### config.mk
export PLATFORM = sky130hd
export DESIGN_NAME = led_frame_scheduler
export DESIGN_NICKNAME = d
export VERILOG_FILES = /design/src/rtl/led_frame_scheduler.sv
export SDC_FILE = /design/constraint.sdc
export NUM_CORES = 1
export LEC_CHECK = 0
export ABC_AREA = 1
export CORE_AREA = 3 3 49 95
export DETAILED_ROUTE_END_ITERATION = 16
export DIE_AREA = 0 0 52 98
export PLACE_DENSITY = 0.67
export SYNTH_ARGS = -nofsm -noshare
export SYNTH_HDL_FRONTEND = slang
export SYNTH_SLANG_ARGS = --single-unit
### constraint.sdc
create_clock -name clk -period 3.21 [get_ports clk]
set_clock_uncertainty 0.1 [all_clocks]
set_input_delay 0.8025 -clock clk [delete_from_list [all_inputs] [get_ports clk]]
set_output_delay 0.8025 -clock clk [all_outputs]
set_load 0.1 [all_outputs]
### src/rtl/led_frame_scheduler.sv
// Purpose: round-robin share of one serial LED shift chain between two word producers.
// Latency: word captured on a rising edge, its MSB and start appear on the next falling edge.
// Backpressure: req is held until the one-cycle ack; a new word is taken only once WIDTH bits are out.
module led_frame_scheduler #(
   parameter int WIDTH = 16
) (
   input  logic             clk,
   input  logic             rst_n,
   input  logic             flush,
   input  logic             req0,
   input  logic [WIDTH-1:0] data0,
   output logic             ack0,
   input  logic             req1,
   input  logic [WIDTH-1:0] data1,
   output logic             ack1,
   output logic             sdo,
   output logic             start,
   output logic             str,
   output logic             busy,
   output logic             grant_id
);

   localparam int CW = $clog2(WIDTH);
   localparam logic [CW-1:0] CNT_LAST = CW'(WIDTH - 1);

   typedef enum logic {
      IDLE  = 1'b0,
      SHIFT = 1'b1
   } state_t;

   state_t           state_q, state_d;
   logic [CW-1:0]    cnt_q, cnt_d;
   logic [WIDTH-1:0] shreg_q, shreg_d;
   logic             last_q, last_d;
   logic             grant_id_q, grant_id_d;
   logic             ack0_q, ack0_d;
   logic             ack1_q, ack1_d;
   logic             sdo_q, sdo_d;
   logic             start_q, start_d;
   logic             str_q, str_d;

   logic cap_opp;
   logic grant0;
   logic grant1;

   // Next-state: flush wins, then capture/arbitration at frame boundary, else shift one bit.
   always_comb begin
      state_d    = state_q;
      cnt_d      = cnt_q;
      shreg_d    = shreg_q;
      last_d     = last_q;
      grant_id_d = grant_id_q;
      ack0_d     = 1'b0;
      ack1_d     = 1'b0;

      // Capturing on the last bit keeps frames back-to-back with no idle cycle.
      cap_opp = (state_q == IDLE) || (cnt_q == CNT_LAST);
      // On a tie the requester that was not granted last time wins.
      grant0  = req0 && (!req1 || last_q);
      grant1  = req1 && (!req0 || !last_q);

      if (flush) begin
         state_d = IDLE;
         cnt_d   = '0;
      end else if (cap_opp) begin
         if (grant0 || grant1) begin
            shreg_d    = grant1 ? data1 : data0;
            cnt_d      = '0;
            state_d    = SHIFT;
            last_d     = grant1;
            grant_id_d = grant1;
            ack0_d     = grant0;
            ack1_d     = grant1;
         end else begin
            state_d = IDLE;
            cnt_d   = '0;
         end
      end else begin
         shreg_d = {shreg_q[WIDTH-2:0], 1'b0};
         cnt_d   = cnt_q + CW'(1);
      end
   end

   // Rising-edge control state; last resets to 1 so requester 0 wins the first tie.
   always_ff @(posedge clk or negedge rst_n) begin
      if (!rst_n) begin
         state_q    <= IDLE;
         cnt_q      <= '0;
         shreg_q    <= '0;
         last_q     <= 1'b1;
         grant_id_q <= 1'b0;
         ack0_q     <= 1'b0;
         ack1_q     <= 1'b0;
      end else begin
         state_q    <= state_d;
         cnt_q      <= cnt_d;
         shreg_q    <= shreg_d;
         last_q     <= last_d;
         grant_id_q <= grant_id_d;
         ack0_q     <= ack0_d;
         ack1_q     <= ack1_d;
      end
   end

   // Serial frame outputs decoded from the current rising-edge state.
   always_comb begin
      sdo_d   = (state_q == SHIFT) && shreg_q[WIDTH-1];
      start_d = (state_q == SHIFT) && (cnt_q == '0);
      str_d   = (state_q == SHIFT) && (cnt_q == CNT_LAST);
   end

   // Launch on the falling edge so the chain gets half a cycle of setup before its rising edge.
   always_ff @(negedge clk or negedge rst_n) begin
      if (!rst_n) begin
         sdo_q   <= 1'b0;
         start_q <= 1'b0;
         str_q   <= 1'b0;
      end else begin
         sdo_q   <= sdo_d;
         start_q <= start_d;
         str_q   <= str_d;
      end
   end

   assign ack0     = ack0_q;
   assign ack1     = ack1_q;
   assign busy     = (state_q == SHIFT);
   assign grant_id = grant_id_q;
   assign sdo      = sdo_q;
   assign start    = start_q;
   assign str      = str_q;

endmodule

### Yosys cells after proc, flatten, opt, wreduce, memory -nomap -nowiden

Index checks and enable logic that the tools add are counted.

* equal/unequal tests: 2
* reduce and logical (&&, ||, !) cells: 16
* bitwise gates (word level): 2
* add/sub/neg operators: 1
* mux-type cells: 14

Operators by type and width (count)
* 16-bit 2-to-1 mux: 3
* 1-bit 2-to-1 mux: 9
* 4-bit 2-to-1 mux: 2
* 1-bit logical AND: 5
* 4-bit by 1-bit adder with 4-bit output (second input constant): 1
* 4-bit equality test (second input constant): 1
* 4-bit logical NOT: 1
* 1-bit logical OR: 4
* 1-bit logical NOT: 3
* 3-bit AND reduction: 1
* 2-bit by 1-bit inequality test with 1-bit output (second input constant): 1
* 1-bit NOT: 2
* 2-bit AND reduction: 1
* 2-bit nonzero test: 1

* register bits after elaboration: 28
* logic and storage cells: 45
* output and inout bits: 7

### Longest topological paths before layout

* depth after elaboration: 7
* mapped depth: 8
* mapped depth without buffers: 7

==> results.md <==
- Multiplexer area fraction after synthesis: 0
- Area Growth Syn to Fin: 33.8%
- Top FF cell, synth: dfrtp_1
- Startpoint class of the critical path: register
- Crit Path Max Fanout: 1
- Mapped Avg Cell Area: 8.30 um2
- Pleak: 0.986 nW
- Yosys cell types: 22
- CORE AREA: 0.00396 mm2
- Crit path cell chain: buf_12
- Worst path slowest cell: dfrtn_1
- 1st-pass router iterations: 5
- Syn Inst Count: 190
- Final ANT Viol Nets: 0
- Pwr per Cell Area: 495 mW/mm2
- IO Pins: 44
- Hold slack: 396 ps
- RSZ-0062 raised after global routing: true
- Status: complete, but fails checks
- Simple-gate share of the synthesized area: 0.443
- Setup crit start: sdo$_DFF_NN0_
- Die area: 0.00510 mm2
- Crit path buf inv count: 1
- CTS Buf Count: 3
- Net switching power: 0.333 mW
- Least-Margin Pin Slew: 330 ps
- Vias per cell: 5.13
- Largest net degree at the start of global routing: 26
- WL final: 4000 um
- Placed cell count: 276
- HP Class: register to register
- CP delay by family, top: flip-flops
- Compound-Gate Fraction of Synth Area: 0.00634
- VDD IR max: 346 uV
- Filler instances: 374
- Clock root buffer: clkbuf_8
- Clock share of power: 0.265
- N_diodes: 0
- Insertion delay to the later sink of the worst-skew pair: 280 ps
- Standard-cell rows: 32
- Crit. End Element: output port
- Initial antenna violation count: 0
- Starting DRT DRC Count: 47
- Reg2reg setup slack: 570 ps
- Starting Density: 0.398
- Sw frac: 0.318
- Worst Setup EP: sdo
- TritonCTS clock tree: built
- Part of the power in combinational logic: 0.313
- R2R depth: 3
- Worst Path Arrival: 2510 ps
- Total negative slack: -609 ps
- Final net count: 269
- Share of cells above drive strength 1: 0.118
- Gpl congestion: 0.786
- Vias in the first global route: 1423
- Ys Warns: 0
- Vias: 1437
- Synthesized Nets: 229
- Sequential share of power: 0.422
- Detail Placement HPWL: 2970 um
- Final Max Slew Viols: 0
- Setup violations, final: 3
- Levels on crit path: 1
- R2r startpoint: cnt_q[0]$_DFF_PN0_
- Slew headroom: 0.779
- Violated checks: negative setup slack
- Die width: 52 um
- EDFF count, synth: 0
- Xor and xnor fraction of the mapped netlist area: 0.0111
- Max incr delay on CP: 440 ps
- PostCTS Resize Cnt: 0
- Hold Fails Final Rpt: 0
- Adder-cell share of the synthesized area: 0.0159
- Final worst slack: -206 ps
- #FFs+latches synth: 28
- Netlist Area Pre-Place: 0.00158 mm2
- Internal Pwr Total: 0.712 mW
- Clock transition at path regs: 100 ps
- Combinational family with the most area after synthesis: simple AND/OR/NAND/NOR gates
- Max Cap Violations: 0
- Clock Path Buffers: 2
- Htree depth: 1
- Worst reg2reg path endpoint: str$_DFF_NN0_
- Port buffer count: 43
- WS Path Type: register to output port
- Required @ worst endpoint: 2310 ps
- All-Layer GR Usage: 0.170
- Seq/Total Area, Yosys: 0.445
- Async SR Flop Fraction: 1.00
- # clock sinks: 28
- Finished Core Util: 0.533
- Remaining Overflow, GRT: 0
- Die Y: 98 um
- Finished Layout Cells: 280
- WL/cell: 14.3 um
- Drt drc: 0
- First-pass GRT wire length: 6600 um
==> sequential cells by signal (all words and copies together), names as in the netlist <==
name	flops
ack1	1
last_q	1
busy	1
ack0	1
start	1
grant_id	1
str	1
sdo	1
shreg_q	16
cnt_q	4
==> worst min-delay path by stage <==
stage	from	slack (ps)	cells past startpoint	end
finish	cnt_q[0]$_DFF_PN0_	400	1	cnt_q[0]$_DFF_PN0_
global route	cnt_q[0]$_DFF_PN0_	440	1	cnt_q[0]$_DFF_PN0_
CTS	cnt_q[0]$_DFF_PN0_	390	1	cnt_q[0]$_DFF_PN0_
detailed placement	cnt_q[0]$_DFF_PN0_	380	1	cnt_q[0]$_DFF_PN0_
global placement	grant_id$_DFFE_PN0P_	370	2	grant_id$_DFFE_PN0P_
floorplan	cnt_q[0]$_DFF_PN0_	350	1	cnt_q[0]$_DFF_PN0_
==> layout by cell type (no fill, tap or decap), types with 2 or more instances in the layout <==
| cell | n |
|---|---|
| buf_12 | 3 |
| clkbuf_8 | 3 |
| nand3b_1 | 14 |
| nor2_1 | 7 |
| ha_1 | 2 |
| dfrtn_1 | 3 |
| nor2_4 | 2 |
| nand2_1 | 38 |
| nand3_4 | 2 |
| buf_4 | 8 |
| dfrtp_1 | 23 |
| inv_1 | 10 |
| nand3_1 | 64 |
| nand2_4 | 2 |
| o21ai_0 | 2 |
| clkdlybuf4s50_1 | 36 |
| nand2_2 | 3 |
==> final cells by class <==
class,instances,area [um2],share of cell area
Inverter,11,41.3,0.0196
Sequential cell,28,703,0.333
Clock inverter,1,30.0,0.0142
Multi-Input combinational cell,139,751,0.356
Clock buffer,3,41.3,0.0196
Tap cell,51,63.8,0.0302
Timing Repair Buffer,47,480,0.228
==> Yosys cell counts, types with 2 or more instances <==
cell      instances  area share
nand3_1          64        0.20
nand2_1          38       0.090
dfrtp_1          24        0.38
nand3b_1         14       0.067
inv_1            10       0.024
nor2_1            7       0.017
buf_2             4       0.013
buf_4             3       0.014
buf_6             3       0.021
dfrtn_1           3       0.048
nand2_2           3       0.012
clkbuf_1          2      0.0048
ha_1              2       0.016
nand2_4           2       0.014
nand3_4           2       0.022
nor2_4            2       0.014
o21ai_0           2      0.0063
==> layer usage <==
layer	up-vias	share of wire	GRT usage	routed length (um)
li1	715	-	-	-
met1	687	0.38	0.197	1500
met2	30	0.59	0.319	2350
met3	5	0.025	0.0137	100
met4	0	0.013	0.0424	52
met5	-	0	0	0
==> what timing repair did <==
item,4_1_cts,5_1_grt
endpoints found under the setup margin,3,3
pin swaps,0,0
hold buffers,0,0
buffers inserted,0,0
==> stage by stage <==
stage	total power, mW	instance area (um2)	setup slack (ps)
after floorplan	0.665	1580	-246
after global placement	0.770	2040	106
after detailed placement	0.777	2040	102
after CTS	1.05	2110	-212
after global routing	1.10	2110	-238
final	1.05	2110	-206
==> power by group through the flow <==
stage	Combinational, mW	Sequential [mW]	Clock [mW]
6_report	0.327	0.441	0.277
2_1_floorplan	0.162	0.503	0
3_3_place_gp	0.325	0.445	0
4_1_cts	0.332	0.440	0.281
3_5_place_dp	0.330	0.447	0
5_1_grt	0.358	0.447	0.296
==> kinds of logic (layout without fill, tap and decap cells) <==
| kind of cell | Yosys count | count (layout) |
|---|---|---|
| compound gates | 2 | 2 |
| xor+xnor | 2 | 2 |
| fa+ha+maj | 2 | 2 |
| buf+inv | 23 | 62 |
| flops | 28 | 28 |
| simple gates | 133 | 133 |
(Power assumes the default switching activity.)
